[config.mk]
export PLATFORM = sky130hd
export DESIGN_NAME = scroll_display_buffer
export DESIGN_NICKNAME = d
export VERILOG_FILES = /design/src/rtl/scroll_display_buffer.sv
export SDC_FILE = /design/constraint.sdc
export NUM_CORES = 1
export LEC_CHECK = 0
export BUFFER_PORTS_ARGS = -buffer_cell sky130_fd_sc_hd__buf_4
export CELL_PAD_IN_SITES_DETAIL_PLACEMENT = 1
export CELL_PAD_IN_SITES_GLOBAL_PLACEMENT = 1
export CORE_UTILIZATION = 35
export DETAILED_ROUTE_END_ITERATION = 6
export PLACE_DENSITY_LB_ADDON = 0.1
export SLEW_MARGIN = 20
export SYNTH_ARGS = -nofsm -noshare
export SYNTH_HDL_FRONTEND = slang
export SYNTH_SLANG_ARGS = --single-unit
[constraint.sdc]
create_clock -name clk3hz -period 2.73 [get_ports clk3hz]
set_input_delay 0.4095 -clock clk3hz [delete_from_list [all_inputs] [get_ports clk3hz]]
set_output_delay 0.4095 -clock clk3hz [all_outputs]
set_load 0.03 [all_outputs]
[src/rtl/scroll_display_buffer.sv]
// Rotating digit message register with a WIN-digit display window and revolution tracking.
// Optional post-revolution dwell is compiled in with `define SCROLL_PAUSE_EN.
module scroll_display_buffer #(
    parameter int NIBBLES     = 8,
    parameter int WIN         = 4,
    parameter int PAUSE_TICKS = 3
) (
    input  logic                 clk3hz,
    input  logic                 clr,
    input  logic                 load,
    input  logic [4*NIBBLES-1:0] din,
    input  logic                 dir,
    input  logic                 oneshot,
    input  logic                 hold,
    output logic [4*WIN-1:0]     dataBus,
    output logic                 busy,
    output logic                 wrap
);

    localparam int SW = $clog2(NIBBLES);

    if (NIBBLES < 2 || NIBBLES > 16 || WIN < 1 || WIN > NIBBLES ||
        PAUSE_TICKS < 1 || PAUSE_TICKS > 15) begin : g_bad_params
        $error("scroll_display_buffer: parameter out of legal range");
    end

`ifdef SCROLL_PAUSE_EN
    typedef enum logic [1:0] {S_IDLE, S_RUN, S_PAUSE, S_STOP} state_t;
`else
    typedef enum logic [1:0] {S_IDLE, S_RUN, S_STOP} state_t;
`endif

    state_t                r_state;
    state_t                w_next_state;
    logic [4*NIBBLES-1:0]  r_msg;
    logic [SW-1:0]         r_step;
    logic                  r_wrap;
    logic                  w_step_en;
    logic                  w_last_step;
    logic [4*NIBBLES-1:0]  w_rotated;
`ifdef SCROLL_PAUSE_EN
    logic [3:0]            r_pause;
    logic                  w_pause_done;
`endif

    assign w_step_en   = (r_state == S_RUN) && !hold && !load;
    assign w_last_step = (r_step == SW'(NIBBLES - 1));
    // Right rotation moves the lowest digit to the top; left moves the top digit to the bottom.
    assign w_rotated   = dir ? {r_msg[4*NIBBLES-5:0], r_msg[4*NIBBLES-1 -: 4]}
                             : {r_msg[3:0], r_msg[4*NIBBLES-1:4]};
`ifdef SCROLL_PAUSE_EN
    assign w_pause_done = (r_pause == 4'(PAUSE_TICKS - 1));
`endif

    always_ff @(posedge clk3hz or negedge clr) begin
        if (!clr) r_state <= S_IDLE;
        else      r_state <= w_next_state;
    end

    always_comb begin
        w_next_state = r_state;
        if (load) begin
            w_next_state = S_RUN;
        end else if (!hold) begin
            case (r_state)
                S_RUN: begin
                    if (w_last_step) begin
                        if (oneshot) w_next_state = S_STOP;
`ifdef SCROLL_PAUSE_EN
                        else         w_next_state = S_PAUSE;
`endif
                    end
                end
`ifdef SCROLL_PAUSE_EN
                S_PAUSE: if (w_pause_done) w_next_state = S_RUN;
`endif
                default: w_next_state = r_state;
            endcase
        end
    end

    always_comb begin
        busy = (r_state == S_RUN);
`ifdef SCROLL_PAUSE_EN
        if (r_state == S_PAUSE) busy = 1'b1;
`endif
    end

    // NOTE: the message register is reset (unlike a RAM) because dataBus must read zero during clr.
    always_ff @(posedge clk3hz or negedge clr) begin
        if (!clr) begin
            r_msg  <= '0;
            r_step <= '0;
            r_wrap <= 1'b0;
        end else begin
            r_wrap <= 1'b0;
            if (load) begin
                r_msg  <= din;
                r_step <= '0;
            end else if (w_step_en) begin
                r_msg  <= w_rotated;
                r_step <= w_last_step ? '0 : r_step + 1'b1;
                r_wrap <= w_last_step;
            end
        end
    end

`ifdef SCROLL_PAUSE_EN
    always_ff @(posedge clk3hz or negedge clr) begin
        if (!clr)                                 r_pause <= '0;
        else if (load)                            r_pause <= '0;
        else if (r_state == S_PAUSE && !hold)     r_pause <= w_pause_done ? 4'd0 : r_pause + 4'd1;
    end
`endif

    assign dataBus = r_msg[4*NIBBLES-1 -: 4*WIN];
    assign wrap    = r_wrap;

endmodule

After elaboration in Yosys (flattened, before gate mapping)
Cells that the tools add are included.
{ "word_totals": {"regBits": 38, "wordCells": 30} }
{ "classes": {"n_addsub": 1, "eq_ne": 3, "mux": 13, "reduce_logical": 9} }
{ "op_table": {"columns": ["operator", "n"], "rows": [
  ["32-bit two-way mux", 3],
  ["2-bit two-way mux", 5],
  ["3-bit two-way mux", 3],
  ["2-bit nonzero test", 4],
  ["4-bit AND reduction", 1],
  ["3-bit by 1-bit adder with 3-bit output, second input constant", 1],
  ["3-bit == test, second input constant", 1],
  ["2-bit by 1-bit == test with 1-bit output, second input constant", 1],
  ["1-bit logical AND", 2],
  ["1-bit logical NOT", 2],
  ["1-bit two-way mux", 2],
  ["2-bit != test, second input constant", 1]
]} }

Logic depth before layout (Yosys ltp)
Gate-level depths: netlist of the first run.
{ "logic_depth": {"ltp_word": 5, "ltp_mapped": 5, "depth_no_buf": 5} }

Worst setup path before layout of the first run
Ideal clock, no wire load.
{ "synth_timing": {"path_kind": "input -> register", "startpoint": "input port dir", "endpoint": "register r_msg[0]", "setup_time_ps": 132, "t_arrival_ps": 1197, "required_ps": 2598, "path_slack_ps": 1401, "cell_stages": 5, "path_cell_list": "buf_2 > buf_6 > mux2_1 > mux2i_1 > o21ai_1"} }
{ "synth_via": {"elab_chain_len": 3} }
{ "synth_lines": {"columns": ["element", "line_no", "rtl"], "rows": [
  ["from (decl)", "12", "input logic dir,"],
  ["32-bit two-way mux", "49", "assign w_rotated = dir ? {r_msg[4*NIBBLES-5:0], r_msg[4*NIBBLES-1 -: 4]}"],
  ["32-bit two-way mux", "100", "end else if (w_step_en) begin"],
  ["32-bit two-way mux", "97", "if (load) begin"],
  ["to (signal assigned)", "98", "r_msg <= din;"],
  ["to (signal assigned)", "101", "r_msg <= w_rotated;"],
  ["to (decl)", "35", "logic [4*NIBBLES-1:0] r_msg;"]
]} }
Every way passes these cells. The select of a mux whose other input is x is not followed.
A chain may end at the register's enable or synchronous reset.

Worst setup path after layout of the first run
{ "layout_timing": {"startpoint": "register r_state[1]", "endpoint": "register r_msg[0]"} }
{ "layout_via": {"elab_chain_len": 4} }
{ "layout_lines": {"columns": ["element", "line_no", "rtl"], "rows": [
  ["from (decl)", "33", "state_t r_state;"],
  ["from (signal assigned)", "57", "else r_state <= w_next_state;"],
  ["2-bit by 1-bit == test with 1-bit output", "46", "assign w_step_en = (r_state == S_RUN) && !hold && !load;"],
  ["1-bit logical AND (2 in series)", "46", null],
  ["2-bit nonzero test (no source line)", null, null]
]} }
Every way passes these cells.

==> impl_metrics.sql, run 1 <==
INSERT INTO impl_metrics (metric_group, metric, value, unit) VALUES
('sta', 'final-setup-viol-count', '0', ''),
('global_route', 'grt_pass1_wl', '8.22', 'mm'),
('floorplan', 'die_width', '83.0', 'um'),
('pwr', 'p_total', '1.39', 'mW'),
('cts', 'cts_resized', '0', ''),
('yosys', 'synth-warning-count', '0', ''),
('job', 'maxCapViolations', '0', ''),
('yosys', 'post_synth_inst_count', '215', ''),
('yosys', 'synth-async-reset-ratio', '100', '%'),
('critical_path', 'critical_path.endpoint_type', 'flop', ''),
('floorplan', 'die_height', '83.0', 'um'),
('sta', 'min_period_over_period', '61.2', '%'),
('global_route', 'grt_use_met2', '25.8', '%'),
('global_route', 'globalRouteTotalUtil', '14.9', '%'),
('pwr', 'p_switching', '435', 'uW'),
('pwr', 'share_comb_of_total_power', '24.7', '%'),
('cts', 'cts_tree', 'built', ''),
('yosys', 'synthMostInstantiatedCell', 'dfrtp_1', ''),
('pwr', 'p_clk_share', '26.7', '%'),
('yosys', 'synth_area_leaders', 'dfrtp_1, mux2i_1, mux2_1', ''),
('sta', 'final_period_minus_worst_setup_slack', '1.67', 'ns'),
('critical_path', 'setup.worst_path.start_class', 'flop', ''),
('critical_path', 'worst_ep_arrival_time', '1.82', 'ns'),
('pwr', 'internal_power', '956', 'uW'),
('critical_path', 'ordered_list_of_cells_on_the_worst_path', 'nor3b_4 -> buf_4 -> mux2i_1 -> o21ai_1', ''),
('global_route', 'grt_remaining_overflow', '0', ''),
('critical_path', 'worst_path_max_delay_cell', 'buf_4', ''),
('global_route', 'grt_antenna_before_repair', '0', ''),
('drt', 'detail_route.wirelength', '4.92', 'mm'),
('hold_path', 'timing.hold.worst.class', 'input port to asynchronous set/reset pin', ''),
('cts', 'number_of_buffers_on_the_longest_clock_path', '2', ''),
('yosys', 'yosys.cell_types.count', '21', ''),
('critical_path', 'critical_path.max_fanout', '37', ''),
('layout', 'post_route_cells_drive_above_1_share', '27.6', '%'),
('global_route', 'grt_pass1_vias', '1684', ''),
('global_route', 'grt_max_degree', '71', ''),
('yosys', 'commonest_cells_post_synth', 'dfrtp_1, mux2i_1, nand2_1', ''),
('drt', 'detailroute.via_count', '1588', ''),
('critical_path', 'crit_required', '2.87', 'ns'),
('yosys', 'synthDominantAreaCellType', 'dfrtp_1', ''),
('run_status', 'run_status', 'completed', ''),
('critical_path', 'stage_delay_of_the_slowest_cell_on_the_critical_path', '0.54', 'ns'),
('sta', 'setup_repair_after_global_routing_missed_its_margin', 'no', ''),
('global_route', 'grt.busiest_layer', 'met2', ''),
('global_route', 'grt_util_met1', '18.7', '%'),
('pwr', 'vdd_ir_drop_max', '0.000231', 'V'),
('drt', 'wire_per_inst', '15.2', 'um'),
('sta', 'max-slew-margin-rel', '54.7', '%'),
('cts', 'count_of_clock_tree_sinks', '38', ''),
('place', 'buffer_ports.inserted', '55', ''),
('drt', 'drtAntennaViolNets', '0', ''),
('yosys', 'yosys_register_bits', '38', ''),
('drt', 'vias_per_cell', '4.92', ''),
('place', 'gp_routability_congestion', '0.667', ''),
('layout', 'synthToLayoutAreaGrowth', '14.9', '%'),
('cts', 'post-cts-setup-buffer-count', '0', ''),
('critical_path', 'timing.critical_path.max_delay_family', 'buffers and inverters', ''),
('layout', 'antenna-diode-count', '0', ''),
('pwr', 'seq_power_share', '48.6', '%'),
('sta', 'hold_violations', '0', ''),
('cts', 'clock_tree.htree_level_count', '2', ''),
('place', 'detailedPlacementHpwl', '3.31', 'mm'),
('cts', 'cts_root_buffer', 'clkbuf_8', ''),
('floorplan', 'io_pins', '56', ''),
('cts', 'clk-insertion-delay-late', '0.29', 'ns'),
('floorplan', 'core_area', '6350', 'um2'),
('floorplan', 'floorplan.die_area', '6890', 'um2'),
('global_route', 'global_route.usage.met3', '3.58', '%'),
('yosys', 'synthFlopType', 'dfrtp_1', ''),
('sta', 'final_max_slew_viol_count', '0', ''),
('yosys', 'syn_std_cell_area', '2300', 'um2');
per-stage QoR:
| stage | worst slack, ns | hold WS [ns] | cell area, um2 |
|---|---|---|---|
| floorplan | 1.40 | 0.114 | 2300 |
| global placement | 0.998 | 0.424 | 2560 |
| detailed placement | 0.949 | 0.419 | 2560 |
| CTS | 1.04 | 0.100 | 2640 |
| global route | 0.941 | 0.120 | 2640 |
| finish | 1.06 | 0.0814 | 2640 |
sequential cells by signal, summed over array words and instances (netlist names):
register / count
r_step: 3
r_msg: 32
wrap: 1
r_state: 2
area by class of cell:
| cell class | instances | area, um2 |
|---|---|---|
| Fill cell | 718 | 3710 |
| Multi-Input combinational cell | 144 | 1090 |
| Tap cell | 77 | 96.3 |
| Sequential cell | 38 | 951 |
| Inverter | 1 | 3.75 |
| Clock inverter | 2 | 10.0 |
| Clock buffer | 5 | 68.8 |
| Timing Repair Buffer | 56 | 420 |
power groups by stage:
stage | sequential [mW] | combinational [mW] | clock, mW
finish | 0.676 | 0.343 | 0.372
global route | 0.685 | 0.378 | 0.404
CTS | 0.676 | 0.351 | 0.388
detailed placement | 0.687 | 0.349 | 0
global placement | 0.687 | 0.343 | 0
floorplan | 0.662 | 0.283 | 0
worst paths after layout:
path	slack (ns)	endpoint	startpoint	cells past startpoint
min in group clk3hz	0.33	r_msg[6]	din[6]	3
max	1.06	r_msg[0]	r_state[1]	4
min reg2reg	0.53	r_state[0]	r_state[0]	1
min	0.08	r_msg[1]	clr	1
max reg2reg	1.06	r_msg[0]	r_state[1]	4
max in group asynchronous	2.29	r_msg[14]	clr	1
cell usage in the layout, fill, tap and decap left out, types with 2 or more instances in the layout:
master	n
mux2_1	30
buf_4	56
o21ai_0	2
clkinv_2	2
ha_1	2
o21ai_1	30
mux2i_1	35
mux2_2	2
nor2_1	5
dfrtp_1	38
clkbuf_8	5
nand2_1	33
worst reg2reg max path: stages (launching register included):
cell and delay [ns]:
dfrtp_1 0.42, nor3b_4 0.20, buf_4 0.54, mux2i_1 0.28, o21ai_1 0.09
routing by layer:
metal / share of wire (%) / wire, um
met3: 3.8 / 186
met1: 45 / 2230
met4: 0.49 / 24
met2: 50 / 2470
met5: 0 / 0
cell families after synthesis:
logic type | after synthesis | share of synthesized area [%]
simple gates | 41 | 7.57
flops | 38 | 41.4
compound gates | 34 | 7.52
mux | 67 | 30.9
fa+ha+maj | 2 | 1.09
buf+inv | 33 | 11.5
No activity file was read; power rests on OpenSTA's default activity.
==> run 2: changes to the inputs <==
- clock period: 2.73 -> 1.7 ns (I/O delays scaled with it)
==> impl_metrics.sql, run 2 (same netlist as run 1, synthesis figures left out) <==
INSERT INTO impl_metrics (metric_group, metric, value, unit) VALUES
('place', 'gp_routability_congestion', '0.685', ''),
('cts', 'clock_pin_slew_on_the_worst_setup_and_hold_paths', '0.07', 'ns'),
('sta', 'max_freq', '716', 'MHz'),
('sta', 'max-slew-margin-rel', '65.5', '%'),
('floorplan', 'die_height', '83.0', 'um'),
('critical_path', 'worst_ep_arrival_time', '1.57', 'ns'),
('layout', 'reg_top3', 'r_msg x32, r_step x3, r_state x2', ''),
('critical_path', 'reg2reg_from', 'r_state[1]', ''),
('layout', 'stdcell_count', '327', ''),
('run_status', 'run_status', 'completed', ''),
('sta', 'post_route_setup_tns', '0', 'ns'),
('sta', 'min_period_over_period', '82.1', '%'),
('layout', 'synthToLayoutAreaGrowth', '17.6', '%'),
('pwr', 'power.static_leakage', '1.31', 'nW'),
('global_route', 'globalRouteTotalUtil', '15.4', '%'),
('pwr', 'cellPowerDensity', '851', 'nW/um2'),
('critical_path', 'timing_worst_setup_path_type', 'flop to flop', ''),
('critical_path', 'crit_required', '1.87', 'ns'),
('sta', 'final_period_minus_worst_setup_slack', '1.40', 'ns'),
('cts', 'number_of_buffers_on_the_longest_clock_path', '2', ''),
('floorplan', 'core_area', '6350', 'um2'),
('cts', 'cts_hold_buffers', '1', ''),
('place', 'detailedPlacementHpwl', '3.39', 'mm'),
('sta', 'tightest_slew', '0.517', 'ns'),
('critical_path', 'startpoint', 'r_state[1]', ''),
('critical_path', 'ordered_list_of_cells_on_the_worst_path', 'nor3b_4 -> buf_12 -> mux2i_1 -> o21ai_1', ''),
('layout', 'flip_flop_count_of_the_largest_register_all_copies_and_words_added', '32', ''),
('hold_path', 'timing.hold.worst.class', 'input port to flop', ''),
('floorplan', 'rows', '29', ''),
('layout', 'post_route_cells_drive_above_1_share', '28.0', '%'),
('cts', 'cts_root_buffer', 'clkbuf_8', ''),
('cts', 'cts_buffers', '5', ''),
('global_route', 'grt_pass1_vias', '1688', ''),
('sta', 'final-setup-viol-count', '0', ''),
('layout', 'most-common-layout-cells', 'buf_4, dfrtp_1, mux2i_1, nand2_1', ''),
('cts', 'cts_resized', '0', ''),
('pwr', 'vdd_ir_drop_max', '0.000415', 'V'),
('critical_path', 'timing.critical_path.max_delay_family', 'flip-flops', ''),
('cts', 'count_of_clock_tree_sinks', '38', ''),
('floorplan', 'initial_utilization', '36.2', '%'),
('floorplan', 'die_width', '83.0', 'um'),
('critical_path', 'r2r_cells', '4', ''),
('global_route', 'grt_max_degree', '39', ''),
('layout', 'reg_with_most_ffs', 'r_msg', ''),
('drt', 'drtAntennaViolNets', '0', ''),
('cts', 'clk-insertion-delay-late', '0.29', 'ns'),
('cts', 'post-cts-setup-buffer-count', '0', ''),
('drt', 'wire_per_inst', '14.9', 'um'),
('layout', 'filler_cell_count', '721', ''),
('critical_path', 'stage_delay_of_the_slowest_cell_on_the_critical_path', '0.41', 'ns'),
('drt', 'detailroute.via_count', '1649', ''),
('critical_path', 'cp.depth', '4', ''),
('floorplan', 'io_pins', '56', ''),
('hold_path', 'startpoint_of_the_lowest_slack_hold_path', 'din[6]', ''),
('global_route', 'grt_remaining_overflow', '0', ''),
('sta', 'setup_repair_after_global_routing_missed_its_margin', 'no', ''),
('pwr', 'p_total', '2.30', 'mW'),
('sta', 'final_max_slew_viol_count', '0', ''),
('hold_path', 'min_path_cells', '3', ''),
('drt', 'post-route-drc-count', '0', ''),
('cts', 'clock_tree.htree_level_count', '2', ''),
('floorplan', 'floorplan.die_area', '6890', 'um2'),
('layout', 'final_net_count', '289', ''),
('global_route', 'grt_pass1_wl', '8.35', 'mm'),
('critical_path', 'critical_path.endpoint_type', 'flop', ''),
('job', 'maxCapViolations', '0', ''),
('place', 'buffer_ports.inserted', '55', ''),
('critical_path', 'worst_path_max_delay_cell', 'dfrtp_1', ''),
('critical_path', 'critical_path.n_buffers_inverters', '1', ''),
('drt', 'detailedRoute.firstIterationViolations', '48', ''),
('drt', 'detail_route.wirelength', '4.87', 'mm'),
('place', 'post-place-cells', '318', ''),
('layout', 'antenna-diode-count', '0', ''),
('sta', 'hold_violations', '0', ''),
('critical_path', 'critical_path.max_fanout', '37', ''),
('sta', 'skew', '0.00520', 'ns'),
('drt', 'vias_per_cell', '5.04', ''),
('global_route', 'grt_antenna_before_repair', '0', ''),
('critical_path', 'setup.worst_path.start_class', 'flop', ''),
('cts', 'cts_tree', 'built', ''),
('drt', 'first_pass_iters', '4', ''),
('layout', 'final_common_cell', 'buf_4', '');
[run 2: cell types whose count changed in the layout (fill, tap and decap cells not counted)]
cell | previous run | this run
buf_12 | 0 | 2
clkbuf_1 | 0 | 1
clkbuf_8 | 5 | 6
clkinv_2 | 2 | 1
dlygate4sd3_1 | 0 | 1
[run 2: layout make-up]
cell class	count	area (um2)	share of cell area [%]
multi-input combinational	144	1090	40.3
sequential	38	951	35.2
timing repair buffer	59	470	17.4
tap	77	96.3	3.57
clock buffer	7	86.3	3.20
clock inverter	1	5.00	0.185
inverter	1	3.75	0.139
[run 2: through the flow]
step	area (um2)	utilization (%)	hold WS [ns]	worst slack [ns]
2_1_floorplan	2300	-	-0.0406	0.433
3_3_place_gp	2600	40.9	0.269	0.297
3_5_place_dp	2600	40.9	0.269	0.310
4_1_cts	2700	42.5	0.164	0.294
5_1_grt	2700	42.5	0.168	0.188
6_report	2700	42.5	0.170	0.304
[run 2: worst min-delay path, delay by kind of cell]
family,cells,cell delay [ns]
buf+inv,1,0.08
simple gates,1,0.04
compound gates,1,0.05
[run 2: final timing paths]
path | end | slack, ns
max in group asynchronous | r_msg[11] | 0.86
worst max register to register | r_msg[2] | 0.30
min in group asynchronous | r_msg[29] | 0.48
worst max-delay path | r_msg[2] | 0.30
worst min-delay path | r_msg[6] | 0.17
worst min register to register | r_state[0] | 0.52
[run 2: routing by layer]
layer  part of all wire (%)  GRT usage, %  wire length (um)
met3                    4.3          3.98               207
met5                      0             0                 0
met2                     51          26.3              2460
met4                    1.3          5.17                64
met1                     44          18.8              2130
[run 2: report_power, final]
part | internal, mW | leakage, nW | total, mW | switching [mW]
Sequential | 0.994 | 0.467 | 1.09 | 0.0910
Clock | 0.328 | 0.0482 | 0.656 | 0.328
Combinational | 0.275 | 0.799 | 0.559 | 0.284
==> run 3: changes to the inputs <==
- clock period: 1.7 -> 1.3 ns (I/O delays scaled with it)
==> impl_metrics.sql, run 3 (same netlist as run 1, synthesis figures left out) <==
INSERT INTO impl_metrics (metric_group, metric, value, unit) VALUES
('sta', 'final-setup-viol-count', '37', ''),
('drt', 'drtAntennaViolNets', '0', ''),
('critical_path', 'timing_worst_setup_path_type', 'flop to flop', ''),
('cts', 'cts_root_buffer', 'clkbuf_8', ''),
('sta', 'max-slew-margin-rel', '64.7', '%'),
('layout', 'antenna-diode-count', '0', ''),
('pwr', 'cellPowerDensity', '1060', 'nW/um2'),
('sta', 'max_freq', '734', 'MHz'),
('drt', 'wire_per_inst', '15.2', 'um'),
('pwr', 'seq_power_share', '46.7', '%'),
('job', 'maxCapViolations', '0', ''),
('drt', 'detail_route.wirelength', '5.07', 'mm'),
('drt', 'first_pass_iters', '4', ''),
('sta', 'post_route_setup_tns', '-1.26', 'ns'),
('global_route', 'grt_use_met2', '26.3', '%'),
('floorplan', 'rows', '29', ''),
('sta', 'hold_violations', '0', ''),
('global_route', 'grt_util_met1', '19.5', '%'),
('run_status', 'run_status', 'finished, violations left', ''),
('place', 'dpl-instance-area', '2670', 'um2'),
('global_route', 'globalRouteTotalUtil', '15.2', '%'),
('pwr', 'p_switching', '917', 'uW'),
('critical_path', 'critical_path.max_fanout', '11', ''),
('layout', 'stdcell_count', '334', ''),
('layout', 'final_area', '2870', 'um2'),
('sta', 'tightest_slew', '0.530', 'ns'),
('layout', 'reg_top3', 'r_msg x32, r_step x3, r_state x2', ''),
('floorplan', 'io_pins', '56', ''),
('sta', 'skew', '0.00547', 'ns'),
('critical_path', 'crit_top_cell', 'buf_12', ''),
('pwr', 'share_comb_of_total_power', '26.2', '%'),
('layout', 'post-route-util', '45.1', '%'),
('global_route', 'grt_max_degree', '39', ''),
('pwr', 'vdd_ir_drop_max', '0.000464', 'V'),
('critical_path', 'timing.reg2reg.setup_slack', '-0.06', 'ns'),
('critical_path', 'worst_path_max_delay_cell', 'dfrtp_1', ''),
('layout', 'final_common_cell', 'buf_4', ''),
('place', 'post-place-cells', '324', ''),
('sta', 'min_period_over_period', '105', '%'),
('critical_path', 'stage_delay_of_the_slowest_cell_on_the_critical_path', '0.41', 'ns'),
('drt', 'post-route-drc-count', '0', ''),
('layout', 'final_net_count', '298', ''),
('pwr', 'p_clk_share', '27.0', '%'),
('run_status', 'violated_checks', 'setup timing', ''),
('pwr', 'internal_power', '2.12', 'mW'),
('sta', 'final_period_minus_worst_setup_slack', '1.36', 'ns'),
('critical_path', 'timing.critical_path.max_delay_family', 'flip-flops', ''),
('pwr', 'power.static_leakage', '1.38', 'nW'),
('cts', 'clock_tree.htree_level_count', '2', ''),
('hold_path', 'timing.hold.worst.class', 'input port to flop', ''),
('pwr', 'p_total', '3.03', 'mW'),
('critical_path', 'r2r_cells', '5', ''),
('critical_path', 'setup.worst_path.start_class', 'flop', ''),
('pwr', 'p_sw_share', '30.2', '%'),
('global_route', 'grt_antenna_before_repair', '0', ''),
('cts', 'clock_pin_slew_on_the_worst_setup_and_hold_paths', '0.08', 'ns'),
('cts', 'clk-insertion-delay-late', '0.28', 'ns'),
('drt', 'detailroute.via_count', '1646', ''),
('sta', 'setup_repair_after_global_routing_missed_its_margin', 'yes', ''),
('place', 'gp_routability_congestion', '0.710', ''),
('layout', 'synthToLayoutAreaGrowth', '24.8', '%'),
('cts', 'number_of_buffers_on_the_longest_clock_path', '2', ''),
('critical_path', 'crit_required', '1.46', 'ns'),
('floorplan', 'floorplan.die_area', '6890', 'um2'),
('critical_path', 'r2r_end', 'r_msg[18]', ''),
('sta', 'whs', '0.113', 'ns'),
('floorplan', 'die_height', '83.0', 'um'),
('global_route', 'grt.busiest_layer', 'met2', ''),
('critical_path', 'ordered_list_of_cells_on_the_worst_path', 'nor3b_4 -> buf_12 -> buf_12 -> mux2i_1 -> o21ai_1', ''),
('layout', 'flip_flop_count_of_the_largest_register_all_copies_and_words_added', '32', ''),
('floorplan', 'die_width', '83.0', 'um'),
('drt', 'vias_per_cell', '4.93', ''),
('floorplan', 'core_area', '6350', 'um2'),
('place', 'detailedPlacementHpwl', '3.51', 'mm'),
('sta', 'finalWorstSetupSlack', '-0.0616', 'ns'),
('sta', 'final_max_slew_viol_count', '0', ''),
('cts', 'cts_buffers', '5', ''),
('cts', 'cts_tree', 'built', ''),
('place', 'buffer_ports.inserted', '55', ''),
('global_route', 'grt_pass1_vias', '1713', ''),
('hold_path', 'hold_end', 'r_msg[25]', ''),
('floorplan', 'initial_utilization', '36.2', '%'),
('layout', 'post_route_cells_drive_above_1_share', '31.5', '%'),
('hold_path', 'min_path_cells', '3', ''),
('layout', 'most-common-layout-cells', 'buf_4, dfrtp_1, nand2_1, mux2i_1, o21ai_1', ''),
('critical_path', 'reg2reg_from', 'r_state[1]', ''),
('place', 'detailedPlace.worstSlack', '-0.0689', 'ns'),
('critical_path', 'critical_path.n_buffers_inverters', '2', ''),
('global_route', 'grt_pass1_wl', '8.34', 'mm'),
('global_route', 'grt_remaining_overflow', '0', ''),
('critical_path', 'worst_ep_arrival_time', '1.52', 'ns'),
('drt', 'detailedRoute.firstIterationViolations', '34', ''),
('layout', 'reg_with_most_ffs', 'r_msg', ''),
('critical_path', 'critical_path.endpoint_type', 'flop', ''),
('cts', 'count_of_clock_tree_sinks', '38', ''),
('hold_path', 'startpoint_of_the_lowest_slack_hold_path', 'din[25]', ''),
('global_route', 'global_route.usage.met3', '3.18', '%');
==> run 3: cell types whose count changed in the layout (fill, tap and decap cells not counted), moves of 2 or more <==
cell / change
buf_12: +4
o21ai_0: -2
mux2i_2: +2
buf_6: +2
o21ai_1: +2
mux2i_1: -2
==> run 3: what timing repair did <==
| action | in CTS | in global routing |
|---|---|---|
| pin swaps | 1 | 1 |
| gates cloned | 1 | 1 |
| buffers inserted | 1 | 0 |
| setup endpoints to repair | 35 | 38 |
| hold buffers | 1 | 0 |
| gates resized for setup | 8 | 3 |
| hold endpoints to repair | 38 | 0 |
==> run 3: worst max-delay path by stage <==
stage | startpoint | end | slack [ns] | depth (start not counted)
2_1_floorplan | r_state[1] | r_msg[0] | 0.03 | 5
3_5_place_dp | r_state[1] | r_msg[3] | -0.07 | 4
4_1_cts | r_state[1] | busy | -0.06 | 3
5_1_grt | r_state[1] | r_msg[11] | -0.13 | 5
3_3_place_gp | r_state[1] | r_msg[6] | -0.03 | 4
6_report | r_state[1] | r_msg[18] | -0.06 | 5
==> run 3: power by group through the flow <==
stage	sequential (mW)	combinational, mW	clock (mW)
2_1_floorplan	1.39	0.593	0
5_1_grt	1.44	0.870	0.890
3_3_place_gp	1.44	0.756	0
3_5_place_dp	1.44	0.768	0
6_report	1.42	0.796	0.820
4_1_cts	1.42	0.799	0.861
==> run 3: cell type report <==
class                      instances  area, um2
clock buffer                       6       82.6
multi-input combinational        144       1100
fill                             723       3480
sequential                        38        951
timing repair buffer              68        633
tap                               77       96.3
inverter                           1       3.75
==> run 3: metal layers <==
metal  routed length, um  vias up
met5                   0        -
met4                  53        0
met3                 172        6
met2                2550       33
met1                2290      798
li1                    -      809
==> run 3: worst register-to-register path: stages (launching register included) <==
cell and delay, ns:
dfrtp_1 0.41, nor3b_4 0.24, buf_12 0.16, buf_12 0.15, mux2i_1 0.21, o21ai_1 0.07
